$ cat config.mk
export PLATFORM = sky130hd
export DESIGN_NAME = branch_update_queue
export DESIGN_NICKNAME = d
export VERILOG_FILES = /design/src/rtl/branch_pkg.sv /design/src/rtl/branch_update_queue.sv
export SDC_FILE = /design/constraint.sdc
export NUM_CORES = 1
export LEC_CHECK = 0
export ABC_AREA = 1
export CAP_MARGIN = 15
export CORE_UTILIZATION = 53
export DETAILED_ROUTE_END_ITERATION = 8
export PLACE_DENSITY = 0.75
export SYNTH_ARGS = -nofsm -noshare
export SYNTH_HDL_FRONTEND = slang
export SYNTH_SLANG_ARGS = --single-unit
export TNS_END_PERCENT = 10
$ cat constraint.sdc
create_clock -name clk -period 2.2 [get_ports clk]
set_input_delay 0.22 -clock clk [delete_from_list [all_inputs] [get_ports clk]]
set_output_delay 0.22 -clock clk [all_outputs]
set_load 0.01 [all_outputs]
$ cat src/rtl/branch_pkg.sv
// branch_pkg: shared widths and record types for the branch update queue
package branch_pkg;
   localparam int PHT_IDX_W = 7;
   localparam int BHT_IDX_W = 4;

   typedef struct packed {
      logic                 valid;
      logic                 resolved;
      logic                 pred_taken;
      logic                 actual_taken;
      logic [PHT_IDX_W-1:0] pht_idx;
      logic [BHT_IDX_W-1:0] bht_idx;
   } bq_entry_t;

   typedef struct packed {
      logic                 en;
      logic [PHT_IDX_W-1:0] pht_idx;
      logic [BHT_IDX_W-1:0] bht_idx;
      logic                 branch_en;
      logic                 mispredict;
   } bp_update_t;
endpackage

$ cat src/rtl/branch_update_queue.sv
// branch_update_queue: in-order branch metadata queue with out-of-order resolve
// and a registered in-order predictor-update pulse at retire.
module branch_update_queue
   import branch_pkg::*;
#(
   parameter int DEPTH = 8,
   parameter int TAG_W = 3
) (
   input  logic                 clk,
   input  logic                 reset,
   input  logic                 alloc_valid,
   output logic                 alloc_ready,
   input  logic [PHT_IDX_W-1:0] alloc_pht_index,
   input  logic [BHT_IDX_W-1:0] alloc_bht_index,
   input  logic                 alloc_pred_taken,
   output logic [TAG_W-1:0]     alloc_tag,
   input  logic                 resolve_valid,
   input  logic [TAG_W-1:0]     resolve_tag,
   input  logic                 resolve_taken,
   input  logic                 retire_ready,
   input  logic                 flush,
   output logic                 update_en,
   output logic [PHT_IDX_W-1:0] update_PHT_index,
   output logic [BHT_IDX_W-1:0] update_BHT_index,
   output logic                 branch_en,
   output logic                 mispredict,
   output logic [TAG_W:0]       count
);
   localparam logic [TAG_W:0] FULL_CNT = (TAG_W+1)'(DEPTH);

   bq_entry_t        ent [DEPTH];
   logic [TAG_W-1:0] head, tail;
   logic [TAG_W:0]   cnt;
   bp_update_t       upd;
   logic             do_alloc, do_resolve, fire;

   always_comb begin
      do_alloc   = alloc_valid && alloc_ready;
      do_resolve = resolve_valid && ent[resolve_tag].valid && !ent[resolve_tag].resolved;
      fire       = ent[head].valid && ent[head].resolved && retire_ready;
   end

   // Alloc, resolve and retire never target the same entry in one cycle:
   // tail==head with alloc implies empty, and resolve needs an unresolved entry.
   always_ff @(posedge clk) begin
      if (reset || flush) begin
         ent  <= '{default: '0};
         head <= '0;
         tail <= '0;
         cnt  <= '0;
         if (reset) upd <= '0;
         else       upd.en <= 1'b0;
      end else begin
         if (do_alloc) begin
            ent[tail] <= '{valid: 1'b1, resolved: 1'b0, pred_taken: alloc_pred_taken,
                           actual_taken: 1'b0, pht_idx: alloc_pht_index, bht_idx: alloc_bht_index};
            tail <= tail + 1'b1;
         end
         if (do_resolve) begin
            ent[resolve_tag].resolved     <= 1'b1;
            ent[resolve_tag].actual_taken <= resolve_taken;
         end
         if (fire) begin
            ent[head]          <= '0;
            head               <= head + 1'b1;
            upd.pht_idx        <= ent[head].pht_idx;
            upd.bht_idx        <= ent[head].bht_idx;
            upd.branch_en      <= ent[head].actual_taken;
            upd.mispredict     <= ent[head].actual_taken ^ ent[head].pred_taken;
         end
         upd.en <= fire;
         cnt    <= cnt + (TAG_W+1)'(do_alloc) - (TAG_W+1)'(fire);
      end
   end

   assign alloc_ready      = cnt != FULL_CNT;
   assign alloc_tag        = tail;
   assign count            = cnt;
   assign update_en        = upd.en;
   assign update_PHT_index = upd.pht_idx;
   assign update_BHT_index = upd.bht_idx;
   assign branch_en        = upd.branch_en;
   assign mispredict       = upd.mispredict;
endmodule

==> impl_metrics.tcl, run 1 <==
set metrics [dict create \
    cts.sinks 144 \
    hold_viol_final 0 \
    grt_pass1_vias 5691 \
    rows 41 \
    cts_hold_buf 0 \
    ant_nets 0 \
    yosysTopAreaCellShare 0.383 \
    syn_area_um2 6850 \
    overflow 0 \
    grt_use_met3 0.0518 \
    port_buffers 43 \
    dr.pass1.iters 6 \
    slew_headroom 0.602 \
    dp_cells 1185 \
    pre_cts_slack_ns -0.0239 \
    p_int_mw 4.39 \
    violations "setup timing" \
    cts-root-buf "clkbuf_16" \
    use_met2 0.440 \
    crit_path_end_kind "flip-flop" \
    power_frac_comb 0.063 \
    drive_above_1_share 0.112 \
    yosys_warnings 0 \
    worst_pin_slew_ns 0.591 \
    rr_startpoint "head[2]" \
    grt_usage 0.282 \
    finClkSkew_ns 0.00953 \
    start_util 0.543 \
    timing.final.crit_share 1.00 \
    clock_latency_ns 0.42 \
    synth_edf_count 13 \
    grt-busiest-layer "met2" \
    whs_path_depth 3 \
    min_period_ns 2.21 \
    worst_slack_ns -0.00991 \
    crit_path_start_kind "flip-flop" \
    crit_type "reg2reg" \
    grt_start_max_net_pins 49 \
    min_to "ent[25]" \
    arrival_ns 2.51 \
    dr.first_iter.drc_count 608 \
    yosysSeqAreaShare 0.440 \
    hold_path_class "in2reg" \
    synth_common_cells "211 x nand2_1, 175 x nor2_1, 149 x o21ai_0" \
    crit_chain "buf_4 > nor2_4 > nand3_1 > nand2_1 > nor2_2 > nor2_4 > nand2_2 > inv_2 > ha_4 > inv_2 > ha_4 > inv_2 > fa_2 > nor2_1" \
    worstRegToRegCells 14 \
    holdCritStartpoint "alloc_pht_index[6]" \
    yosys.cell_types.count 34 \
    dp_hpwl_mm 12.2 \
    cts.path.max_buffers 2 \
    gp_congestion 0.871 \
    final-instance-count-excl-fill 1221 \
    post_drt_via_cell_ratio 5.27 \
    synth_top_area_cell "dfxtp_1" \
    use_met1 0.396 \
    syn2layout_area_growth_pct 20.2 \
    hold_ws_ns 0.466 \
    grt_pass1_wl_mm 28.6 \
    yosysMostFrequentCell "nand2_1" \
    synth_flop_cell "dfxtp_1" \
    critPathMaxFanout 5 \
    die_h_um 116 \
    synthesis.nets 1009 \
    yosys_register_bits 144 \
    swShare 0.229 \
    pwr-share-clk 0.465 \
    cts_tree "yes" \
    num_vias 6436 \
    rsz0062_at_grt "true" \
    core_um2 12600 \
    async_flop_share 0 \
    p_switching_mw 1.31 \
    die_width_um 116 \
    cpMaxStageDelayCell "fa_2" \
    cpMostUsedCell "inv_2" \
    setup_viol 1 \
    cpPeakStageDelay_ns 0.51 \
    required_ns 2.50 \
    htreeDepth 4 \
    power_density_nw_per_um2 692 \
    seqPwrFrac 0.473 \
    num_io_pins 44 \
    status "finished, violations left" \
    max_freq_mhz 453 \
    maxCapViolations 0 \
    antenna_found_initial 0 \
    die_area_um2 13400 \
    maxSlewViolCount 0 \
    synth_area_leaders "dfxtp_1 38%, nand2_1 12%, o21ai_0 11%" \
    reg2reg_slack_ns -0.01 \
    antenna_cells 0 \
    routedWlPerCell_um 14.6 \
    cts_made_buffers 17 \
    path_clk_slew_ns 0.06 \
    drc 0 \
    rr_endpoint "count[1]" \
    nets 1066 \
    syn-instance-count 979 \
    p_leak_nw 3.27 \
    avgSynthCellArea_um2 6.99 \
    peakVddDrop_mv 0.528 \
    routed_wl_mm 17.8 \
]
-- repair_timing --
action | in CTS | in global routing
gates cloned | 0 | 0
pin swaps | 6 | 3
buffers inserted | 3 | 1
endpoints found under the setup margin | 3 | 17
gates resized for setup | 8 | 10
-- logic make-up after synthesis --
kind of cell | count (synthesis) | synth area share
AOI/OAI and AO/OA | 198 | 0.151
xor gates and xnor gates | 2 | 0.00256
adders and majority gates | 8 | 0.0157
buffers and inverters | 150 | 0.0987
DFF | 144 | 0.440
muxes | 4 | 0.00585
and+or+nand+nor | 473 | 0.286
-- power groups by stage --
| stage | logic [mW] | registers (mW) | clock network, mW |
|---|---|---|---|
| after CTS | 0.353 | 2.69 | 2.68 |
| final | 0.356 | 2.69 | 2.65 |
| after floorplan | 0.199 | 2.76 | 0 |
| after global routing | 0.393 | 2.70 | 2.78 |
| after detailed placement | 0.350 | 2.75 | 0 |
| after global placement | 0.346 | 2.75 | 0 |
-- flip-flops by register name (all words and copies together) (netlist names) --
signal,flops
count,4
update_PHT_index,7
update_BHT_index,4
ent,120
branch_en,1
head,3
update_en,1
alloc_tag,3
mispredict,1
-- how the worst max path moves through the flow --
stage                     startpoint       end  slack (ns)
after floorplan              head[1]  count[1]       -0.06
after global placement       head[0]  count[1]        0.02
after detailed placement     head[0]  count[1]       -0.02
after CTS                    head[2]  count[1]       0.008
after global routing         head[0]  count[1]       -0.12
final                        head[2]  count[1]       -0.01
-- per-stage QoR --
step | total power [mW] | instance area, um2 | TNS, ns | utilization
finish | 5.70 | 8230 | -0.00991 | 0.652
global route | 5.87 | 8230 | -0.343 | 0.652
CTS | 5.72 | 8200 | 0 | 0.650
detailed placement | 3.10 | 7610 | -0.0239 | 0.603
global placement | 3.10 | 7610 | 0 | 0.603
floorplan | 2.95 | 6900 | -0.0919 | -
-- area by class of cell --
type                       instances  area [um2]
clock inverter                     9        83.8
clock buffer                      23         458
fill                            1154        4390
inverter                         102         388
tap                              172         215
sequential                       144        3020
timing repair buffer              86         840
multi-input combinational        685        3230
-- layer usage --
layer	vias to the layer above	share of wire	wire, um
li1	3257	-	-
met4	0	0.015	264
met2	239	0.45	7940
met1	2919	0.47	8290
met3	21	0.073	1300
met5	-	0	0
-- worst max-delay path, delay by kind of cell, from the launching register on --
kind	cells	cell delay, ns
fa+ha+maj	3	0.86
flops	1	0.46
simple gates	7	0.43
buf+inv	4	0.34
-- cells in the final DEF (no fill, tap or decap), types with 3 or more instances in the layout --
| cell type | count |
|---|---|
| inv_2 | 5 |
| o211ai_1 | 9 |
| clkbuf_16 | 17 |
| o22ai_1 | 7 |
| nand2_2 | 10 |
| a31oi_1 | 5 |
| nand2_1 | 210 |
| mux2i_1 | 4 |
| edfxtp_1 | 13 |
| inv_1 | 94 |
| inv_4 | 3 |
| buf_6 | 3 |
| a21oi_1 | 25 |
| nor2_1 | 173 |
| nand3_1 | 34 |
| buf_4 | 34 |
| clkinv_2 | 3 |
| clkdlybuf4s50_1 | 43 |
| ha_1 | 5 |
| buf_12 | 6 |
| nor2_2 | 14 |
| nor2_4 | 5 |
| dfxtp_1 | 129 |
| nand4_1 | 17 |
| o21ai_0 | 147 |
| clkbuf_1 | 5 |
| nor3_1 | 3 |
Power figures use the tool's default switching activity.
==> run 2, diff against run 1 <==
--- a/config.mk
+++ b/config.mk
@@ -9,7 +9,8 @@
 export CAP_MARGIN = 15
 export CORE_UTILIZATION = 53
 export DETAILED_ROUTE_END_ITERATION = 8
-export PLACE_DENSITY = 0.75
+export HOLD_SLACK_MARGIN = 0.02
+export PLACE_DENSITY = 0.86
 export SYNTH_ARGS = -nofsm -noshare
 export SYNTH_HDL_FRONTEND = slang
 export SYNTH_SLANG_ARGS = --single-unit
==> impl_metrics.tcl, run 2 (same netlist as run 1, synthesis figures left out) <==
set metrics [dict create \
    rr_endpoint "count[2]" \
    routed_wl_mm 18.3 \
    pre_cts_slack_ns -0.00629 \
    post_drt_via_cell_ratio 5.42 \
    rr_startpoint "head[0]" \
    final_util 0.657 \
    required_ns 2.56 \
    rsz0062_at_grt "true" \
    timing.final.crit_share 0.974 \
    nets 1066 \
    die_h_um 116 \
    status "complete, no violations" \
    arrival_ns 2.50 \
    whs_path_depth 3 \
    core_um2 12600 \
    antenna_cells 0 \
    crit_type "reg2reg" \
    p_leak_nw 3.30 \
    reg2reg_slack_ns 0.06 \
    dr.pass1.iters 6 \
    maxCapViolations 0 \
    drive_above_1_share 0.126 \
    num_io_pins 44 \
    clock_latency_ns 0.43 \
    min_to "ent[67]" \
    port_buffers 43 \
    fin_tns_setup_ns 0 \
    ant_nets 0 \
    worst_pin_slew_ns 0.534 \
    power_density_nw_per_um2 716 \
    die_area_um2 13400 \
    layout_commonest_cell "nand2_1" \
    htreeDepth 4 \
    cts_tree "yes" \
    antenna_found_initial 0 \
    peakVddDrop_mv 0.675 \
    die_width_um 116 \
    dp_cells 1185 \
    setup_viol 0 \
    worstRegToRegCells 14 \
    crit_path_start_kind "flip-flop" \
    path_clk_slew_ns 0.07 \
    grt_start_max_net_pins 49 \
    overflow 0 \
    holdCritStartpoint "alloc_pht_index[3]" \
    cts.sinks 144 \
    dp_hpwl_mm 12.1 \
    start_util 0.543 \
    maxSlewViolCount 0 \
    slew_headroom 0.644 \
    routedWlPerCell_um 15.0 \
    largest_reg_flops 120 \
    critPathMaxFanout 8 \
    gp_congestion 1.02 \
    num_vias 6613 \
    hold_path_class "in2reg" \
    fill_cells 1028 \
    finClkSkew_ns 0.00858 \
    grt_pass1_vias 5764 \
    cts_made_buffers 17 \
    rows 41 \
    min_period_ns 2.14 \
    syn2layout_area_growth_pct 21.2 \
    final-instance-count-excl-fill 1221 \
    dr.first_iter.drc_count 932 \
    hold_ws_ns 0.451 \
    crit_path_end_kind "flip-flop" \
    mostFrequentLayoutCells "205 x nand2_1, 172 x nor2_1, 144 x o21ai_0" \
    grt_pass1_wl_mm 28.8 \
    drc 0 \
    grt_usage 0.278 \
    largest-register "ent" \
    cts.path.max_buffers 2 \
    hold_viol_final 0 \
    worst_slack_ns 0.0566 \
    max_freq_mhz 467 \
    cts-root-buf "clkbuf_16" \
    cts_hold_buf 0 \
]
## run 2: layout make-up
| class | instances | area [um2] | area share |
|---|---|---|---|
| sequential | 144 | 3020 | 0.364 |
| inverter | 102 | 388 | 0.0468 |
| tap | 172 | 215 | 0.0259 |
| clock inverter | 14 | 145 | 0.0175 |
| multi-input combinational | 685 | 3280 | 0.395 |
| clock buffer | 18 | 450 | 0.0543 |
| timing repair buffer | 86 | 798 | 0.0962 |
## run 2: what timing repair did
item                                    4_1_cts  5_1_grt
buffers inserted                              0        3
gates cloned                                  0        1
gates resized for setup                       3       31
endpoints found under the setup margin        3       16
pin swaps                                     0       11
## run 2: worst max-delay path by stage
stage                   startpoint  endpoint  slack [ns]  depth (start not counted)
global route               head[0]  count[3]       -0.09                         15
CTS                        head[0]  count[2]        0.01                         14
global placement    resolve_tag[1]  ent[101]        0.05                         10
finish                     head[0]  count[2]        0.06                         14
detailed placement  resolve_tag[0]  ent[101]      -0.006                         11
floorplan                  head[1]  count[1]       -0.06                         15
## run 2: power by group
part	switching [mW]	internal, mW	leakage, nW
Clock	1.23	1.67	0.294
Combinational	0.225	0.129	1.81
Sequential	0.0172	2.67	1.19
Total	1.47	4.47	3.30
## run 2: per-stage QoR
step / area, um2 / total power, mW
6_report: 8300 / 5.94
5_1_grt: 8300 / 6.11
4_1_cts: 8180 / 5.94
3_5_place_dp: 7580 / 3.09
3_3_place_gp: 7580 / 3.08
2_1_floorplan: 6900 / 2.95
## run 2: metal layers
layer  wire length, um  up-vias  track usage
li1                  -     3262            -
met1              7770     2942        0.390
met2              8260      372        0.425
met3              1910       37       0.0554
met4               376        0        0.103
met5                 0        -            0
## run 2: critical path: stages, from the launching register on
cell     delay [ns]
dfxtp_4        0.38
or2_4          0.26
nand3_2        0.08
nand2_2        0.06
nor2_4         0.12
nor2_4         0.04
nand2_2        0.06
inv_2          0.05
ha_4           0.22
inv_2          0.06
ha_4           0.11
inv_2          0.04
fa_2           0.32
xor2_1         0.16
nor2_1         0.11
